## src/rtl/spi_pkg.sv

```systemverilog
// Shared types and constants for the SPI mode-0 master shift engine.
package spi_pkg;

    typedef enum logic [1:0] {
        ST_IDLE  = 2'd0,
        ST_LEAD  = 2'd1,
        ST_SHIFT = 2'd2,
        ST_TRAIL = 2'd3
    } spi_state_e;

    localparam int DEF_DATA_W  = 16;
    localparam int DEF_CLK_DIV = 4;

    // Wide enough to hold the value DATA_W itself, not just DATA_W-1.
    function automatic int bit_cnt_w(input int data_w);
        return $clog2(data_w) + 1;
    endfunction

endpackage

```

## src/rtl/spi_master_engine_if.sv

```systemverilog
// Host-side request/response signals plus the SPI pins of the master engine.
interface spi_master_engine_if
    import spi_pkg::*;
#(
    parameter int DATA_W = DEF_DATA_W
);
    // Handshake: start is a one-cycle request, accepted only while busy=0.
    // busy stays high from the accept edge until the edge where spi_done
    // rises; spi_done and rx_data then hold until the next accepted start.
    logic              start;
    logic [DATA_W-1:0] tx_data;
    logic              busy;
    logic [DATA_W-1:0] rx_data;
    logic              spi_done;
    logic              SCLK;
    logic              MOSI;
    logic              MISO;
    logic              SS_n;
    spi_state_e        state_dbg;

    modport master (
        input  start, tx_data, MISO,
        output busy, rx_data, spi_done, SCLK, MOSI, SS_n, state_dbg
    );

    modport slave (
        output start, tx_data, MISO,
        input  busy, rx_data, spi_done, SCLK, MOSI, SS_n, state_dbg
    );

endinterface

```

## src/rtl/spi_clk_div.sv

```systemverilog
// SCLK half-period divider: one-cycle tick every CLK_DIV enabled cycles.
module spi_clk_div #(
    parameter int CLK_DIV = 4
) (
    input  logic PCLK,
    input  logic PRESET,
    input  logic en,
    input  logic clr,
    output logic tick
);
    localparam int CW = (CLK_DIV > 1) ? $clog2(CLK_DIV) : 1;

    logic [CW-1:0] cnt_q, cnt_d;

    always_comb begin
        tick  = en && (cnt_q == CW'(CLK_DIV - 1));
        cnt_d = cnt_q;
        if (clr) begin
            cnt_d = '0;
        end else if (en) begin
            cnt_d = tick ? '0 : cnt_q + 1'b1;
        end
    end

    always_ff @(posedge PCLK) begin
        if (PRESET) begin
            cnt_q <= '0;
        end else begin
            cnt_q <= cnt_d;
        end
    end

endmodule

```

## src/rtl/spi_master_engine.sv

```systemverilog
// SPI mode-0 master: shifts a latched word out on MOSI, MSB first, while
// collecting MISO into rx_data; spi_done is a sticky completion flag.
module spi_master_engine
    import spi_pkg::*;
#(
    parameter int DATA_W  = DEF_DATA_W,
    parameter int CLK_DIV = DEF_CLK_DIV
) (
    input  logic                PCLK,
    input  logic                PRESET,
    spi_master_engine_if.master bus
);
    localparam int BCW = bit_cnt_w(DATA_W);

    spi_state_e        state_q, state_d;
    logic [DATA_W-1:0] shreg_q, shreg_d;
    logic [DATA_W-1:0] rx_q, rx_d;
    logic [BCW-1:0]    bit_cnt_q, bit_cnt_d;
    logic              miso_s_q, miso_s_d;
    logic              sclk_q, sclk_d;
    logic              mosi_q, mosi_d;
    logic              ss_n_q, ss_n_d;
    logic              busy_q, busy_d;
    logic              done_q, done_d;

    logic tick;
    logic accept;
    logic last_bit_done;

    assign accept        = (state_q == ST_IDLE) && bus.start;
    assign last_bit_done = !sclk_q && (bit_cnt_q == BCW'(DATA_W));

    spi_clk_div #(.CLK_DIV(CLK_DIV)) u_clk_div (
        .PCLK   (PCLK),
        .PRESET (PRESET),
        .en     (state_q != ST_IDLE),
        .clr    (accept),
        .tick   (tick)
    );

    always_ff @(posedge PCLK) begin
        if (PRESET) begin
            state_q <= ST_IDLE;
        end else begin
            state_q <= state_d;
        end
    end

    always_comb begin
        state_d = state_q;
        case (state_q)
            ST_IDLE:  if (bus.start) state_d = ST_LEAD;
            ST_LEAD:  if (tick) state_d = ST_SHIFT;
            // One full SCLK-low half-period after the last falling edge.
            ST_SHIFT: if (tick && last_bit_done) state_d = ST_TRAIL;
            ST_TRAIL: if (tick) state_d = ST_IDLE;
            default:  state_d = ST_IDLE;
        endcase
    end

    always_comb begin
        shreg_d   = shreg_q;
        rx_d      = rx_q;
        bit_cnt_d = bit_cnt_q;
        miso_s_d  = miso_s_q;
        sclk_d    = sclk_q;
        mosi_d    = mosi_q;
        ss_n_d    = ss_n_q;
        busy_d    = busy_q;
        done_d    = done_q;
        case (state_q)
            ST_IDLE: begin
                if (bus.start) begin
                    shreg_d   = bus.tx_data;
                    bit_cnt_d = '0;
                    ss_n_d    = 1'b0;
                    mosi_d    = bus.tx_data[DATA_W-1];
                    busy_d    = 1'b1;
                    done_d    = 1'b0;
                end
            end
            ST_LEAD: begin
                if (tick) begin
                    sclk_d   = 1'b1;
                    miso_s_d = bus.MISO;
                end
            end
            ST_SHIFT: begin
                if (tick && !last_bit_done) begin
                    if (sclk_q) begin
                        // Sampled bit enters on the shift so tx bits are never overwritten.
                        sclk_d    = 1'b0;
                        shreg_d   = {shreg_q[DATA_W-2:0], miso_s_q};
                        bit_cnt_d = bit_cnt_q + 1'b1;
                        if (bit_cnt_q != BCW'(DATA_W - 1)) mosi_d = shreg_q[DATA_W-2];
                    end else begin
                        sclk_d   = 1'b1;
                        miso_s_d = bus.MISO;
                    end
                end
            end
            ST_TRAIL: begin
                if (tick) begin
                    ss_n_d = 1'b1;
                    mosi_d = 1'b0;
                    rx_d   = shreg_q;
                    done_d = 1'b1;
                    busy_d = 1'b0;
                end
            end
            default: ;
        endcase
    end

    always_ff @(posedge PCLK) begin
        if (PRESET) begin
            shreg_q   <= '0;
            rx_q      <= '0;
            bit_cnt_q <= '0;
            miso_s_q  <= 1'b0;
            sclk_q    <= 1'b0;
            mosi_q    <= 1'b0;
            ss_n_q    <= 1'b1;
            busy_q    <= 1'b0;
            done_q    <= 1'b0;
        end else begin
            shreg_q   <= shreg_d;
            rx_q      <= rx_d;
            bit_cnt_q <= bit_cnt_d;
            miso_s_q  <= miso_s_d;
            sclk_q    <= sclk_d;
            mosi_q    <= mosi_d;
            ss_n_q    <= ss_n_d;
            busy_q    <= busy_d;
            done_q    <= done_d;
        end
    end

    assign bus.busy      = busy_q;
    assign bus.rx_data   = rx_q;
    assign bus.spi_done  = done_q;
    assign bus.SCLK      = sclk_q;
    assign bus.MOSI      = mosi_q;
    assign bus.SS_n      = ss_n_q;
    assign bus.state_dbg = state_q;

endmodule

```

## src/flat_wrapper.sv

```systemverilog
// flat-port wrapper written by rule: the top's interface ports become plain ports
module spi_master_engine_flat import spi_pkg::*;
#(
    parameter int DATA_W  = DEF_DATA_W,
    parameter int CLK_DIV = DEF_CLK_DIV
)
  (PCLK, PRESET, bus_start, bus_tx_data, bus_MISO, bus_busy, bus_rx_data, bus_spi_done, bus_SCLK, bus_MOSI, bus_SS_n, bus_state_dbg);
  spi_master_engine_if #(.DATA_W(DATA_W)) bus_i ();
  input  logic PCLK;
  input  logic PRESET;
  input wire logic [$bits(bus_i.start)-1:0] bus_start;
  input wire logic [$bits(bus_i.tx_data)-1:0] bus_tx_data;
  input wire logic [$bits(bus_i.MISO)-1:0] bus_MISO;
  output wire logic [$bits(bus_i.busy)-1:0] bus_busy;
  output wire logic [$bits(bus_i.rx_data)-1:0] bus_rx_data;
  output wire logic [$bits(bus_i.spi_done)-1:0] bus_spi_done;
  output wire logic [$bits(bus_i.SCLK)-1:0] bus_SCLK;
  output wire logic [$bits(bus_i.MOSI)-1:0] bus_MOSI;
  output wire logic [$bits(bus_i.SS_n)-1:0] bus_SS_n;
  output wire logic [$bits(bus_i.state_dbg)-1:0] bus_state_dbg;
  assign bus_i.start = bus_start;
  assign bus_i.tx_data = bus_tx_data;
  assign bus_i.MISO = bus_MISO;
  assign bus_busy = bus_i.busy;
  assign bus_rx_data = bus_i.rx_data;
  assign bus_spi_done = bus_i.spi_done;
  assign bus_SCLK = bus_i.SCLK;
  assign bus_MOSI = bus_i.MOSI;
  assign bus_SS_n = bus_i.SS_n;
  assign bus_state_dbg = bus_i.state_dbg;
  spi_master_engine #(.DATA_W(DATA_W), .CLK_DIV(CLK_DIV)) u_core (.PCLK(PCLK), .PRESET(PRESET), .bus(bus_i));
endmodule
```

## config.mk

```make
export PLATFORM = sky130hd
export DESIGN_NAME = spi_master_engine_flat
export DESIGN_NICKNAME = d
export VERILOG_FILES = /design/src/rtl/spi_pkg.sv /design/src/rtl/spi_master_engine_if.sv /design/src/rtl/spi_clk_div.sv /design/src/rtl/spi_master_engine.sv /design/src/flat_wrapper.sv
export SDC_FILE = /design/constraint.sdc
export NUM_CORES = 1
export LEC_CHECK = 0
export ABC_AREA = 1
export CORE_UTILIZATION = 58
export CTS_BUF_LIST = sky130_fd_sc_hd__clkbuf_2
export DETAILED_ROUTE_END_ITERATION = 10
export GPL_ROUTABILITY_DRIVEN = 0
export PLACE_DENSITY_LB_ADDON = 0.12
export SYNTH_ARGS = -nofsm -noshare
export SYNTH_HDL_FRONTEND = slang
export SYNTH_SLANG_ARGS = --single-unit
```

## constraint.sdc

```tcl
create_clock -name PCLK -period 4.93 [get_ports PCLK]
set_input_delay 0.986 -clock PCLK [delete_from_list [all_inputs] [get_ports PCLK]]
set_output_delay 0.986 -clock PCLK [all_outputs]
set_load 0.05 [all_outputs]
```

# Word level (Yosys, flattened, before mapping)
# Index checks and enable logic that the tools add are counted.
# op_classes
addsub	2
eq_ne	14
n_mux	32
n_reduce_logical	21
# op_table
op	count
$mux W16	3
$pmux W16 S2	1
$mux W5	3
$mux W1	13
$ne A2 B1 Y1 const B	6
$reduce_and A4 Y1	3
$mux W2	5
$pmux W5 S2	1
$pmux W1 S2	4
$pmux W2 S4	1
$reduce_bool A2 Y1	4
$eq A2 B2 Y1 const B	3
$reduce_and A3 Y1	2
$reduce_and A6 Y1	1
$add A5 B1 Y5 const B	1
$eq A5 B5 Y1 const B	1
$logic_and A1 B1 Y1	5
$ne A5 B4 Y1 const B	1
$ne A2 B2 Y1 const B	2
$pmux W1 S3	1
$reduce_bool A3 Y1	1
$add A2 B1 Y2 const B	1
$eq A2 B1 Y1 const B	1
$logic_not A1 Y1	2
other kinds (3)	3
# word_totals
register_bits	47
input_bits	20
out_inout_bits	23
wordCells	80

# Depth between registers and ports, before layout
# Gate-level depths: netlist of the first run.
# logic_depth
depth_word	6
depth_mapped	12
mapped_depth_nobuf	11

# Hierarchy
# Synthesis of the first run repeated with hierarchy kept, for this count alone.
# unflattened
cells_unflattened	322
area_unflattened_um2	2184.6
# by_module_without_submodules
module	n_inst	cells_per_inst	area_per_inst_um2	seq_area_each_um2
spi_master_engine	1	306	2079.5	900.9
spi_clk_div	1	16	105.1	40.0

# Worst setup path after synthesis of the first run
# OpenSTA, ideal clock, no wires.
# synth_path
kind	reg2reg
from	register u_core.state_q[0] (netlist: u_core.bus.state_dbg[0])
to	register u_core.rx_q[10] (netlist: u_core.bus.rx_data[10])
setup_ns	0.132
arrival_time_ns	1.946
required_ns	4.798
setup_slack_ns	2.851
path_stages_with_launch	10
n_path_buf	3
synth_period_minus_slack_ns	2.079
path_cell_list	dfxtp_1 > inv_1 > ha_1 > buf_6 > nor2_1 > buf_4 > nand2_1 > buf_2 > nand2_1 > a21oi_1
# synth_via
elab_chain_len	3
word_cells_on_any_way	4
classes_between	1 x eq/ne; 3 x reduce/logical
# synth_lines
element	line	text
start: declaration	spi_master_engine.sv:15	spi_state_e state_q, state_d;
start signal: assignment	spi_master_engine.sv:45	state_q <= state_d;
$reduce_bool A2 Y1	spi_master_engine.sv:36	.en (state_q != ST_IDLE),
$logic_and A1 B1 Y1	spi_clk_div.sv:16	tick = en && (cnt_q == CW'(CLK_DIV - 1));
$reduce_and A2 Y1 (no line) *	n/a	
end signal: assignment	spi_master_engine.sv:128	rx_q <= rx_d;
end: declaration	spi_master_engine.sv:17	logic [DATA_W-1:0] rx_q, rx_d;
# Mark *: on every way between the ends. The rest lies on a longest branch, timed or not.
# A chain may end at the register's enable or synchronous reset.

# Worst setup path in the final report of the first run
# layout_path
from	register u_core.state_q[0] (netlist: u_core.bus.state_dbg[0])
to	register u_core.shreg_q[8]
# layout_via
elab_chain_len	5
word_cells_on_any_way	11
classes_between	4 x eq/ne; 1 x mux; 6 x reduce/logical
# layout_lines
element	line	text
$reduce_bool A2 Y1	spi_master_engine.sv:36	
$logic_and A1 B1 Y1	spi_clk_div.sv:16	
$logic_and A1 B1 Y1	spi_master_engine.sv:89	if (tick && !last_bit_done) begin
$ne A2 B1 Y1 (no line)	n/a	
$reduce_and A4 Y1 (no line)	n/a	
end signal: assignment	spi_master_engine.sv:127	shreg_q <= shreg_d;
end: declaration	spi_master_engine.sv:16	logic [DATA_W-1:0] shreg_q, shreg_d;
# Several ways; a longest one is shown, not always the timed one.

==> results of run 1 <==
[worst min-delay path, stage by stage, from the launching register on]
cell and delay, ns:
dfxtp_1 0.36, nand2_1 0.06, a21oi_1 0.05
[through the flow]
step	utilization, %	setup slack, ns	instance area [sq um]	hold WS (ns)	total power (W)
6_report	73.9	1.91	2750	0.479	0.00137
3_3_place_gp	72.2	1.96	2680	0.448	0.00114
4_1_cts	73.9	1.97	2750	0.480	0.00136
3_5_place_dp	72.2	1.91	2680	0.454	0.00116
2_1_floorplan	-	2.85	2290	0.444	0.00104
5_1_grt	73.9	1.69	2750	0.494	0.00147
[synth_stat cells, drive strengths merged, types with 2 or more instances]
cell	number
nor2	55
clkbuf	2
nand3	41
nand2	63
mux2i	15
inv	22
o21ai	7
buf	14
dfxtp	47
a21oi	25
ha	10
nand4	3
[final cells by class]
class,count,area (sq um)
flip-flops and latches,47,941
clock inverters,3,38.8
multi-input cells,225,1170
repair buffers,43,428
inverters,22,85.1
clock buffers,5,25.0
fillers,312,970
well taps,48,60.1
[metal layers]
metal	vias to the layer above	track usage, %
li1	1075	-
met1	1007	34.1
met2	71	45.2
met3	10	4.40
met4	0	10.6
met5	-	0
[path summary, 6_finish.rpt]
| path | end | slack [ns] | cells past startpoint |
|---|---|---|---|
| setup / recovery | u_core.shreg_q[8] | 1.91 | 8 |
| setup reg to reg | u_core.shreg_q[8] | 1.91 | 8 |
| hold reg to reg | u_core.bus.rx_data[6] | 0.48 | 2 |
| hold / removal | u_core.bus.rx_data[6] | 0.48 | 2 |
[flip-flops by register name (all words and copies together), names as in the netlist]
register                flops
u_core.bus.SCLK             1
u_core.u_clk_div.cnt_q      2
u_core.bus.SS_n             1
u_core.bus.rx_data         16
u_core.bus.spi_done         1
u_core.bit_cnt_q            5
u_core.bus.MOSI             1
u_core.bus.state_dbg        2
u_core.shreg_q             16
u_core.miso_s_q             1
u_core.bus.busy             1
[layout by cell type, fill, tap and decap left out, drive strengths merged, types with 2 or more instances in the layout]
master,instances
dfxtp,47
nand4,3
ha,10
o21ai,7
nor2,55
nand2,63
nand3,41
inv,22
a21oi,25
mux2i,15
clkdlybuf4s50,42
clkinv,2
clkbuf,5
[power breakdown]
part	switching (W)	total [W]	internal (W)
Clock	0.000127	0.000210	0.0000833
Combinational	0.000412	0.000637	0.000225
Sequential	0.0000625	0.000523	0.000460
[cell families (layout without fill, tap and decap cells)]
kind of cell | after synthesis | count (layout) | synth area share, %
compound gates | 33 | 33 | 7.81
xor+xnor | 1 | 1 | 0.382
fa+ha+maj | 10 | 10 | 5.46
buf+inv | 38 | 73 | 7.92
flops | 47 | 47 | 41.1
mux | 15 | 15 | 6.55
simple gates | 166 | 166 | 30.8
==> flow_metrics.py, run 1 <==
metrics = {
    "outcome": {
        "status": "complete, no violations",
    },
    "floorplan": {
        "coreArea_sq_um": 3720,
        "die_area_sq_um": 4210,
        "rows": 22,
        "initial_core_util_pct": 61.6,
        "ios": 43,
        "die-width_um": 64.9,
        "die_h_um": 64.9,
    },
    "critical_path": {
        "crit_fanout": 22,
        "crit_path_frequent_cell": "nor2_1",
        "start_kind": "flip-flop",
        "cpLargestDelayFamily": "adder cells",
        "reg2reg_from": "u_core.bus.state_dbg[0]",
        "end_kind": "flip-flop",
        "crit_chain": "inv_1 > ha_1 > nand2_1 > a21oi_4 > nand2_4 > inv_4 > nor2_1 > nor2_1",
        "crit_start": "u_core.bus.state_dbg[0]",
        "path_buf_inv": 2,
        "critPathRequiredTime_ns": 5.31,
        "worstPathArrival_ns": 3.40,
        "critical-path-slowest-cell": "ha_1",
        "path_class": "reg2reg",
        "cpPeakStageDelay_ns": 0.96,
    },
    "clock_network": {
        "clk_latency_ns": 0.45,
        "ctsResizeCount": 0,
        "cts_buffer_depth": 2,
        "hold_buffers": 0,
        "clock-sinks": 47,
        "cts_tree": "built",
        "cts_made_buffers": 5,
        "post_cts_buffers": 0,
        "clk_pin_slew_worst_paths_ns": 0.23,
        "htreeDepth": 2,
        "clockRootBuffer": "clkbuf_2",
    },
    "finish": {
        "antenna_cells": 0,
        "nets": 374,
        "area_growth_pct": 19.9,
        "drive_gt1_share_pct": 4.35,
        "instances_no_fill": 393,
    },
    "grt": {
        "track_usage_pct": 26.9,
        "overflow": 0,
        "antenna_found_initial": 0,
        "grt_pass1_vias": 2046,
        "grt_start_max_net_pins": 27,
        "grt_pass1_wl_um": 8830,
    },
    "drt": {
        "firstDrtPassIters": 5,
        "drt_iter0_drc": 155,
        "drc": 0,
        "routed_via_density": 5.50,
        "wl_met1_um": 2360,
        "top_layer_used": "met4",
        "wl_met3_um": 278,
        "vias": 2163,
        "ant_nets": 0,
        "route.met2.wl_um": 2360,
        "wl_per_cell_um": 12.9,
        "drt_wl_total_um": 5080,
    },
    "sta": {
        "relSlewSlack_pct": 20.6,
        "slew_viol_final": 0,
        "clock_skew_ns": 0.0306,
        "clock.fmax_mhz": 331,
        "fin_crit_ns": 3.02,
        "setup_viol": 0,
        "timing.final.crit_share_pct": 61.3,
        "finalSetupTns_ns": 0,
        "rsz0062_at_grt": "no",
        "worst_pin_slew_ns": 1.19,
        "hold_viol": 0,
    },
    "logic_synthesis": {
        "synth.distinct_cells": 26,
        "yosysTopAreaCellShare_pct": 41.1,
        "ys_warn_count": 0,
        "synth_nets": 340,
        "synth_edf_count": 0,
        "ys_seq_area_share_pct": 41.1,
        "synthArstFlopShare_pct": 0,
        "synth_area_leader_cell": "dfxtp_1",
        "synthCells": 310,
        "synth_seq_cells": 47,
        "synth_area_per_cell_sq_um": 7.39,
        "ys.flop_type": "dfxtp_1",
        "syn-cell-area_sq_um": 2290,
        "netlist_top_cells_area": "dfxtp_1 (41%), nand2_1 (10%), nand3_1 (9.0%), nor2_1 (8.7%), mux2i_1 (6.6%)",
    },
    "place": {
        "dp_cells": 385,
        "portBuffers": 42,
        "post-dp-hpwl_um": 3230,
    },
    "pwr": {
        "peakVddDrop_mv": 0.277,
        "powerDensity_nw_per_um2": 499,
        "leakagePower_nw": 1.11,
    },
    "hold_path": {
        "hp-class": "reg2reg",
        "worstHoldStart": "u_core.bus.rx_data[6]",
    },
    "job": {
        "cap_violations": 0,
    },
}
No activity file was read; power rests on OpenSTA's default activity.
==> run 2, diff against run 1 <==
--- a/config.mk
+++ b/config.mk
@@ -6,7 +6,7 @@
 export NUM_CORES = 1
 export LEC_CHECK = 0
 export ABC_AREA = 1
-export CORE_UTILIZATION = 58
+export CORE_UTILIZATION = 54
 export CTS_BUF_LIST = sky130_fd_sc_hd__clkbuf_2
 export DETAILED_ROUTE_END_ITERATION = 10
 export GPL_ROUTABILITY_DRIVEN = 0
==> constraint.sdc (replaced) <==
create_clock -name PCLK -period 3.13 [get_ports PCLK]
set_input_delay 0.626 -clock PCLK [delete_from_list [all_inputs] [get_ports PCLK]]
set_output_delay 0.626 -clock PCLK [all_outputs]
set_load 0.05 [all_outputs]
==> flow_metrics.py, run 2 (synthesis results as in run 1) <==
metrics = {
    "outcome": {
        "status": "complete, no violations",
    },
    "drt": {
        "vias": 2106,
        "routed_via_density": 5.28,
        "firstDrtPassIters": 4,
        "ant_nets": 0,
        "wl_per_cell_um": 12.9,
        "drt_iter0_drc": 92,
        "drc": 0,
        "drt_wl_total_um": 5150,
    },
    "sta": {
        "finalSetupTns_ns": 0,
        "setup_viol": 0,
        "hold_viol": 0,
        "worst_pin_slew_ns": 0.838,
        "slew_viol_final": 0,
        "whs_ns": 0.477,
        "timing.final.crit_share_pct": 77.1,
        "fin_crit_ns": 2.41,
        "relSlewSlack_pct": 44.1,
        "worst_slack_ns": 0.715,
        "rsz0062_at_grt": "no",
        "clock_skew_ns": 0.0169,
        "clock.fmax_mhz": 414,
    },
    "floorplan": {
        "die-width_um": 67.1,
        "ios": 43,
        "initial_core_util_pct": 56.9,
        "coreArea_sq_um": 4030,
        "rows": 23,
        "die_area_sq_um": 4510,
        "die_h_um": 67.1,
    },
    "hold_path": {
        "worstHoldStart": "u_core.bus.rx_data[10]",
        "min_path_cells": 2,
        "hp-class": "reg2reg",
        "holdPathEnd": "u_core.bus.rx_data[10]",
    },
    "clock_network": {
        "clockRootBuffer": "clkbuf_2",
        "ctsResizeCount": 0,
        "cts_made_buffers": 5,
        "post_cts_buffers": 0,
        "htreeDepth": 2,
        "cts_tree": "built",
        "hold_buffers": 0,
        "clk_pin_slew_worst_paths_ns": 0.23,
        "cts_buffer_depth": 2,
        "clock-sinks": 47,
        "clk_latency_ns": 0.43,
    },
    "critical_path": {
        "r2r-end": "u_core.bit_cnt_q[3]",
        "reg2reg_from": "u_core.bus.state_dbg[0]",
        "start_kind": "flip-flop",
        "path_class": "reg2reg",
        "end_kind": "flip-flop",
        "worstPathArrival_ns": 2.76,
        "crit_fanout": 12,
        "critPathRequiredTime_ns": 3.48,
        "ff2ff_setup_slack_ns": 0.72,
        "r2r.worst_path.cells": 10,
    },
    "place": {
        "portBuffers": 42,
        "dp_cells": 391,
        "post-dp-hpwl_um": 3440,
        "dpl_worst_slack_ns": 0.783,
    },
    "pwr": {
        "leakagePower_nw": 1.13,
        "powerDensity_nw_per_um2": 783,
        "peakVddDrop_mv": 0.387,
    },
    "grt": {
        "overflow": 0,
        "track_usage_pct": 25.0,
        "antenna_found_initial": 0,
        "grt_pass1_wl_um": 8450,
        "grt_pass1_vias": 1886,
        "grt_start_max_net_pins": 27,
    },
    "finish": {
        "area_growth_pct": 21.3,
        "final_cell_mix": "nand2_1 (62), nor2_1 (53), dfxtp_1 (47), clkdlybuf4s50_1 (42), nand3_1 (41)",
        "fill_cells": 354,
        "antenna_cells": 0,
        "instances_no_fill": 399,
        "layout_commonest_cell": "nand2_1",
        "nets": 378,
        "drive_gt1_share_pct": 5.44,
    },
    "job": {
        "cap_violations": 0,
    },
}
[run 2: cell types whose count changed in the layout (fill, tap and decap cells not counted), sizes merged]
cell  before  now
buf        1    5
[run 2: final cells by class]
type,count,area [sq um],area share [%]
timing repair buffer,47,458,16.5
tap,50,62.6,2.25
clock inverter,3,38.8,1.40
clock buffer,5,25.0,0.900
sequential,47,941,33.9
multi-input combinational,225,1170,42.1
inverter,22,85.1,3.06
[run 2: worst max-delay path by stage]
stage / from / to / cells past startpoint
4_1_cts: u_core.bus.state_dbg[0] / bus_state_dbg[0] / 1
6_report: u_core.bus.state_dbg[0] / u_core.bit_cnt_q[3] / 10
3_3_place_gp: u_core.bus.state_dbg[0] / u_core.shreg_q[11] / 10
3_5_place_dp: u_core.bus.state_dbg[0] / u_core.shreg_q[15] / 10
2_1_floorplan: u_core.bus.state_dbg[0] / u_core.bus.rx_data[10] / 9
5_1_grt: u_core.bus.state_dbg[0] / u_core.bit_cnt_q[1] / 10
[run 2: stage by stage]
| stage | total power (W) | utilization, % | instance area, sq um |
|---|---|---|---|
| after global routing | 0.00235 | 69.0 | 2780 |
| after floorplan | 0.00164 | - | 2290 |
| after global placement | 0.00182 | 67.4 | 2720 |
| final | 0.00218 | 69.0 | 2780 |
| after detailed placement | 0.00185 | 67.4 | 2720 |
| after CTS | 0.00218 | 69.0 | 2780 |
[run 2: power by group]
group          switching, W  internal, W  leakage [nW]
registers          0.000102     0.000725         0.385
logic              0.000647     0.000371         0.707
clock network      0.000199     0.000131        0.0404
total              0.000948      0.00123          1.13
[run 2: layer usage]
layer  share of wire, %  GRT usage (%)  vias up
met1                 46           30.4      962
met3                5.6           5.57        8
met4                1.4           8.51        0
met5                  0              0        -
li1                   -              -     1084
met2                 47           43.3       52
[run 2: critical path: stages (launching register included)]
cell	delay, ns
dfxtp_1	0.49
inv_1	0.12
ha_1	0.43
buf_4	0.30
inv_2	0.12
nand2_1	0.11
a21oi_4	0.30
buf_4	0.23
nand3_1	0.09
nand2_1	0.09
a21oi_1	0.06
==> run 3, diff against run 2 <==
==> constraint.sdc (replaced) <==
create_clock -name PCLK -period 2.4 [get_ports PCLK]
set_input_delay 0.48 -clock PCLK [delete_from_list [all_inputs] [get_ports PCLK]]
set_output_delay 0.48 -clock PCLK [all_outputs]
set_load 0.05 [all_outputs]
==> flow_metrics.py, run 3 (synthesis results as in run 1) <==
metrics = {
    "pwr": {
        "powerDensity_nw_per_um2": 981,
        "leakagePower_nw": 1.14,
        "peakVddDrop_mv": 0.565,
    },
    "drt": {
        "vias": 2087,
        "routed_via_density": 5.20,
        "drc": 0,
        "wl_per_cell_um": 12.3,
        "drt_iter0_drc": 93,
        "ant_nets": 0,
        "firstDrtPassIters": 4,
        "drt_wl_total_um": 4940,
    },
    "outcome": {
        "status": "complete, no violations",
    },
    "grt": {
        "grt_start_max_net_pins": 27,
        "grt_pass1_vias": 1857,
        "antenna_found_initial": 0,
        "grt_pass1_wl_um": 8140,
        "overflow": 0,
        "track_usage_pct": 23.8,
    },
    "floorplan": {
        "die_h_um": 67.1,
        "rows": 23,
        "die_area_sq_um": 4510,
        "ios": 43,
        "die-width_um": 67.1,
        "initial_core_util_pct": 56.9,
        "coreArea_sq_um": 4030,
    },
    "finish": {
        "layout_commonest_cell": "nand2_1",
        "antenna_cells": 0,
        "fill_cells": 376,
        "drive_gt1_share_pct": 6.27,
        "final_cell_mix": "nand2_1 (62), nor2_1 (53), dfxtp_1 (47), clkdlybuf4s50_1 (42), nand3_1 (41)",
        "nets": 381,
        "area_growth_pct": 21.2,
    },
    "sta": {
        "rsz0062_at_grt": "no",
        "hold_viol": 0,
        "slew_viol_final": 0,
        "setup_viol": 0,
        "relSlewSlack_pct": 57.4,
        "fin_crit_ns": 2.21,
        "timing.final.crit_share_pct": 92.3,
        "whs_ns": 0.451,
        "worst_pin_slew_ns": 0.638,
        "clock_skew_ns": 0.0365,
        "clock.fmax_mhz": 452,
        "finalSetupTns_ns": 0,
    },
    "clock_network": {
        "cts_made_buffers": 5,
        "cts_buffer_depth": 2,
        "hold_buffers": 0,
        "htreeDepth": 2,
        "post_cts_buffers": 0,
        "clockRootBuffer": "clkbuf_2",
        "clk_pin_slew_worst_paths_ns": 0.24,
        "ctsResizeCount": 0,
        "cts_tree": "built",
        "clock-sinks": 47,
        "clk_latency_ns": 0.42,
    },
    "critical_path": {
        "critical-path-slowest-cell": "clkdlybuf4s50_1",
        "path_buf_inv": 1,
        "end_kind": "output port",
        "critPathRequiredTime_ns": 1.92,
        "start_kind": "flip-flop",
        "crit_chain": "clkdlybuf4s50_1",
        "path_class": "reg2out",
        "worstPathArrival_ns": 1.73,
        "crit_fanout": 6,
        "cpPeakStageDelay_ns": 0.84,
        "cpLargestDelayFamily": "buffers and inverters",
    },
    "place": {
        "portBuffers": 42,
        "post-dp-hpwl_um": 3330,
    },
    "hold_path": {
        "hp-class": "reg2reg",
    },
    "job": {
        "cap_violations": 0,
    },
}
==> run 3: cell types whose count changed in the layout (fill, tap and decap cells not counted) <==
cell,previous run,this run
buf_4,5,8
bufinv_16,1,0
clkinv_1,1,0
clkinv_4,0,1
==> run 3: metal layers <==
layer | GRT usage [%] | vias up | wire length, um
li1 | - | 1080 | -
met3 | 4.05 | 2 | 309
met1 | 30.7 | 943 | 2350
met5 | 0 | - | 0
met2 | 39.5 | 62 | 2260
met4 | 8.78 | 0 | 23
==> run 3: cell type report <==
cell class | count | area [sq um] | share of cell area [%]
multi-input combinational | 225 | 1170 | 42.1
sequential | 47 | 941 | 33.9
timing repair buffer | 50 | 480 | 17.3
inverter | 22 | 85.1 | 3.06
tap | 50 | 62.6 | 2.25
clock buffer | 5 | 25.0 | 0.901
clock inverter | 2 | 13.8 | 0.496
==> run 3: where the power goes <==
group | leakage, nW | internal [W] | switching (W)
combinational | 0.723 | 0.000493 | 0.000846
clock | 0.0288 | 0.0000667 | 0.000248
sequential | 0.385 | 0.000945 | 0.000124
==> run 3: stage by stage <==
step	area, sq um	cells	power, W	setup slack (ns)	utilization [%]
global route	2780	401	0.00296	0.0963	68.9
global placement	2740	394	0.00240	0.428	68.0
CTS	2780	401	0.00273	0.160	68.9
finish	2780	401	0.00272	0.186	68.9
floorplan	2290	310	0.00214	0.321	-
detailed placement	2740	394	0.00243	0.300	68.0
==> run 3: final timing paths <==
kind                           startpoint                endpoint  slack, ns  depth (start not counted)
setup / recovery  u_core.bus.state_dbg[0]        bus_state_dbg[0]       0.19                          1
hold / removal         u_core.shreg_q[15]  u_core.bus.rx_data[15]       0.45                          2
setup reg to reg  u_core.bus.state_dbg[0]     u_core.bus.spi_done       0.26                          6
hold reg to reg        u_core.shreg_q[15]  u_core.bus.rx_data[15]       0.45                          2
==> patch 1: new RTL, config.mk and constraints of run 3 <==
Reset style: asynchronous (`PRESET`), changed in 3 clocked blocks.
--- a/src/rtl/spi_clk_div.sv
+++ b/src/rtl/spi_clk_div.sv
@@ -22,7 +22,7 @@
         end
     end
 
-    always_ff @(posedge PCLK) begin
+    always_ff @(posedge PCLK or posedge PRESET) begin
         if (PRESET) begin
             cnt_q <= '0;
         end else begin
--- a/src/rtl/spi_master_engine.sv
+++ b/src/rtl/spi_master_engine.sv
@@ -38,7 +38,7 @@
         .tick   (tick)
     );
 
-    always_ff @(posedge PCLK) begin
+    always_ff @(posedge PCLK or posedge PRESET) begin
         if (PRESET) begin
             state_q <= ST_IDLE;
         end else begin
@@ -112,7 +112,7 @@
         endcase
     end
 
-    always_ff @(posedge PCLK) begin
+    always_ff @(posedge PCLK or posedge PRESET) begin
         if (PRESET) begin
             shreg_q   <= '0;
             rx_q      <= '0;
Check against the original RTL: differs if PRESET is asserted again (counterexample within 4 cycles, from zero or initial values and one cycle with PRESET high); with PRESET held inactive, the same outputs for 10 cycles.
==> patch 1 against run 3 <==
Setup slack worse by 0.043 ns. Hold slack better by 0.031 ns. Area after synthesis is 2.9% higher. Largest power group unchanged. Sequential cell count unchanged. Wire length shrank 16%. Total power grew 43%. Final area is 1.8% higher. Critical path type unchanged. Largest cell class is now sequential cells. Register-to-register slack better by 0.24 ns.
==> patch 1: results (changes against run 3) <==
- Number of global-route vias before repair: 1,583 (-15%)
- Synth Area per Inst: 8.67 sq um (+17%)
- Layout cells sized above 1: 13.7% (+7.5 points)
- Max Fanout on Critical Path: 2 (-4)
- Library cells used by synthesis: 23 (-12%)
- Synth Area in Compound Gates: 17.4% (+9.6 points)
- Peak supply drop: 1.06 mV (+87%)
- Final worst clock skew: 0.00877 ns (-0.0277 ns)
- Cts repair resizes: 0 (unchanged)
- Delay of the slowest critical-path stage: 0.80 ns (-0.04 ns)
- Via Count: 1,772 (-15%)
- Gr usage total: 20.5% (-3.3 points)
- Fill cells: 361 (-4.0%)
- YS warnings: 0 (unchanged)
- Post-DR vias/cell: 4.88 (-6.2%)
- First-pass DRT Iterations: 4 (unchanged)
- Worst-Margin Slew: 0.578 ns (-0.0599 ns)
- Total detailed-routing wirelength: 4.15 mm (-16%)
- Drt initial violations: 105 (+13%)
- Crit path DAT: 1.78 ns (+0.05 ns)
- Worst-Skew Late Latency: about 0.41 ns
- Largest cells by area after synthesis: dfrtp_1, nand2_1, o21ai_2, o21ai_0, inv_1
- Input/output buffers: 42 (unchanged)
- First-pass GRT wire length: 6.95 mm (-15%)
- Max Cap Viol: 0 (unchanged)
- Cell family with most CP delay: buffers and inverters
- HP Class: in2async
- Post-Synth Adder-Cell Area: 4.77% (-0.69 points)
- Post-Synth XOR/XNOR Area: 0.371% (-0.011 points)
- Post-synthesis mux area share: 0% (-6.6 points)
- Leading area contributor after synthesis: dfrtp_1
- Placed cell areas: 2760 sq um (+0.91%)
- Commonest cells in the netlist: nand2_1, dfrtp_1, o21ai_0
- Cell count after placement: 355 (-9.9%)
- P_leak: 1.33 nW (+17%)
- Largest net degree at the start of global routing: 48 (+78%)
- DP HPWL: 2.91 mm (-13%)
- Share of synthesized flip-flops with an asynchronous set or reset: 100% (+100 points)
- Mapped Nets: 301 (-11%)
- Seq/Total Area, Yosys: 49.9% (+8.8 points)
- Final nets: 341 (-10%)
- Status: complete, no violations
[patch 1: cell count changes after synthesis, sizes merged, moves of 2 or more]
cell   before  now
o21ai       7   57
dfxtp      47    0
dfrtp       0   46
nor2       55   16
nand3      41    8
a21oi      25    6
nand2      63   79
mux2i      15    0
inv        22   34
buf        14    8
nand4       3    1
[patch 1: stage by stage]
| stage | utilization (%) | setup WS, ns |
|---|---|---|
| floorplan | - | 0.537 |
| global route | 69.2 | 0.0715 |
| CTS | 69.2 | 0.103 |
| finish | 69.2 | 0.143 |
| detailed placement | 67.6 | 0.524 |
| global placement | 67.6 | 0.525 |
[patch 1: cell type report]
cell class | instances | share of cell area [%]
Sequential cell | 47 | 41.7
Multi-Input combinational cell | 179 | 33.6
Timing Repair Buffer | 44 | 15.4
Inverter | 35 | 4.83
Tap cell | 50 | 2.21
Clock inverter | 3 | 1.37
Clock buffer | 5 | 0.885
[patch 1: path summary, 6_finish.rpt]
check / startpoint / endpoint / slack, ns / cells after the start
worst min register to register: u_core.bus.SS_n / u_core.bus.SS_n / 0.50 / 2
worst max-delay path: u_core.bus.SS_n / bus_SS_n / 0.14 / 1
min in group PCLK: u_core.bus.SS_n / u_core.bus.SS_n / 0.50 / 2
worst min-delay path: PRESET / u_core.bus.rx_data[11] / 0.48 / 3
max in group asynchronous: PRESET / u_core.bus.SS_n / 1.52 / 3
worst max register to register: u_core.bus.state_dbg[0] / u_core.bit_cnt_q[1] / 0.50 / 8
[patch 1: power by group]
part	internal (mW)	total [mW]	switching, mW	leakage [nW]
Sequential	1.11	1.26	0.150	0.599
Clock	0.171	0.418	0.247	0.0404
Combinational	0.725	2.21	1.48	0.689
Total	2.00	3.88	1.88	1.33
[patch 1: worst min-delay path: cells and delay by family]
family / cells / cell delay (ns)
buf+inv: 3 / 0.92
[patch 1: kinds of logic after synthesis]
family,after synthesis
AOI/OAI and AO/OA,64
buffers and inverters,46
xor gates and xnor gates,1
adders and majority gates,9
DFF,47
and+or+nand+nor,105
[patch 1: per-layer routing]
layer,share of wire [%],up-vias,track usage [%]
met4,2.2,0,10.4
li1,-,945,-
met5,0,-,0
met3,4.1,9,4.17
met1,46,788,23.8
met2,48,30,35.4
==> patch 2: new RTL, flow settings as in run 3 <==
Made on the original files. The package constant `DEF_CLK_DIV` goes from 4 to 8.
--- a/src/rtl/spi_pkg.sv
+++ b/src/rtl/spi_pkg.sv
@@ -9,7 +9,7 @@
     } spi_state_e;
 
     localparam int DEF_DATA_W  = 16;
-    localparam int DEF_CLK_DIV = 4;
+    localparam int DEF_CLK_DIV = 8;
 
     // Wide enough to hold the value DATA_W itself, not just DATA_W-1.
     function automatic int bit_cnt_w(input int data_w);
Behaviour: not the same (Yosys sat finds a counterexample within 10 cycles, from zero or initial values and one cycle with PRESET high).
==> patch 2 against run 3 <==
Sequential cell count increased by 1. Core utilization decreased by 1.8 points. Via count increased by 1.3%. Clock skew decreased by 0.013 ns. Setup slack got worse by 0.037 ns. Final area increased by 5.2%. Wire length increased by 5.7%. Non-clock buffer count decreased by 1. Total power increased by 4.6%. Area after synthesis increased by 6.8%. Critical path type unchanged. Largest cell class unchanged.
==> patch 2: results (changes against run 3) <==
- Number of global-route vias before repair: 1,979 (+6.6%)
- DP HPWL: 3.71 mm (+11%)
- Final Util: 67.1% (-1.8 points)
- Mapped Nets: 351 (+3.2%)
- Initial antenna violation count: 0 (unchanged)
- Largest net degree at the start of global routing: 25 (-7.4%)
- Library cells used by synthesis: 30 (+15%)
- Commonest cells in the netlist: nand2_1, dfxtp_1, nand3_1
- P_leak: 1.19 nW (+4.5%)
- R2r startpoint: u_core.bus.state_dbg[0]
- Hold path endpoint: u_core.bus.rx_data[10]
- Final Non-Filler Cells: 413 (+3.0%)
- Power Combinational: 1.42 mW (+6%)
- Largest cells by area after synthesis: dfxtp_1, nand2_1, nand3_1, mux2i_1, a21oi_1
- Tot Pwr: 2.85 mW (+4.6%)
- Peak supply drop: 0.756 mV (+34%)
- Status: complete, no violations
- Via Count: 2,114 (+1.3%)
- Crit path DAT: 1.77 ns (+0.04 ns)
- Worst-Margin Slew: 0.517 ns (-0.121 ns)
- Placed cell areas: 2880 sq um (+5.1%)
- Sequential share of power: 38.2% (-1.1 points)
- Drt wl/cell: 12.7 microns (+2.7%)
- Top-area cell type share of the netlist area: 39.3% (-1.8 points)
- Delay of the slowest critical-path stage: 0.84 ns (about the same)
- R2r endpoint: u_core.bit_cnt_q[4]
- Final worst clock skew: 0.0237 ns (-0.0127 ns)
- Layout cells sized above 1: 12.2% (+5.9 points)
- Final nets: 391 (+2.6%)
- Fmax: 444 MHz (-1.6%)
- Hold_ws: 0.476 ns (+0.0252 ns)
- Min-delay src: u_core.bus.rx_data[10]
- Reg2Reg Setup Slack: 0.41 ns (+0.15 ns)
- Cts repair resizes: 0 (unchanged)
- Gr usage total: 24.1% (+0.32 points)
- Worst-Skew Late Latency: 0.45 ns (+0.03 ns)
- Cells after Synth: 320 (+3.2%)
- Input/output buffers: 42 (unchanged)
- First-pass GRT wire length: 9.26 mm (+14%)
- Net switching power: 1.31 mW (+8.0%)
==> patch 2: cell count changes after synthesis, sizes merged, moves of 2 or more <==
cell / change
clkbuf: +2
nand2: +7
nand3: +2
clkinv: +2
nor2: -4
buf: -2
a21oi: +3
==> patch 2: kinds of logic (layout without fill, tap and decap cells) <==
kind of cell	after synthesis	in the layout	synth area share (%)
and+or+nand+nor	169	169	32.5
DFF	48	48	39.3
buffers and inverters	41	82	8.70
AOI/OAI and AO/OA	36	36	7.72
muxes	15	15	6.14
adders and majority gates	11	11	5.63
==> patch 2: final cells by class <==
cell class | count | area share [%]
Tap cell | 52 | 2.23
Sequential cell | 48 | 32.9
Clock inverter | 3 | 0.642
Clock buffer | 5 | 0.857
Multi-Input combinational cell | 231 | 43.6
Inverter | 25 | 3.64
Timing Repair Buffer | 49 | 16.2
==> patch 2: metal layers <==
layer	vias up	global-route usage (%)	part of all wire, %
li1	1121	-	-
met1	941	32.4	48
met2	46	38.2	46
met3	6	5.38	4.7
met4	0	8.16	1.3
met5	-	0	0
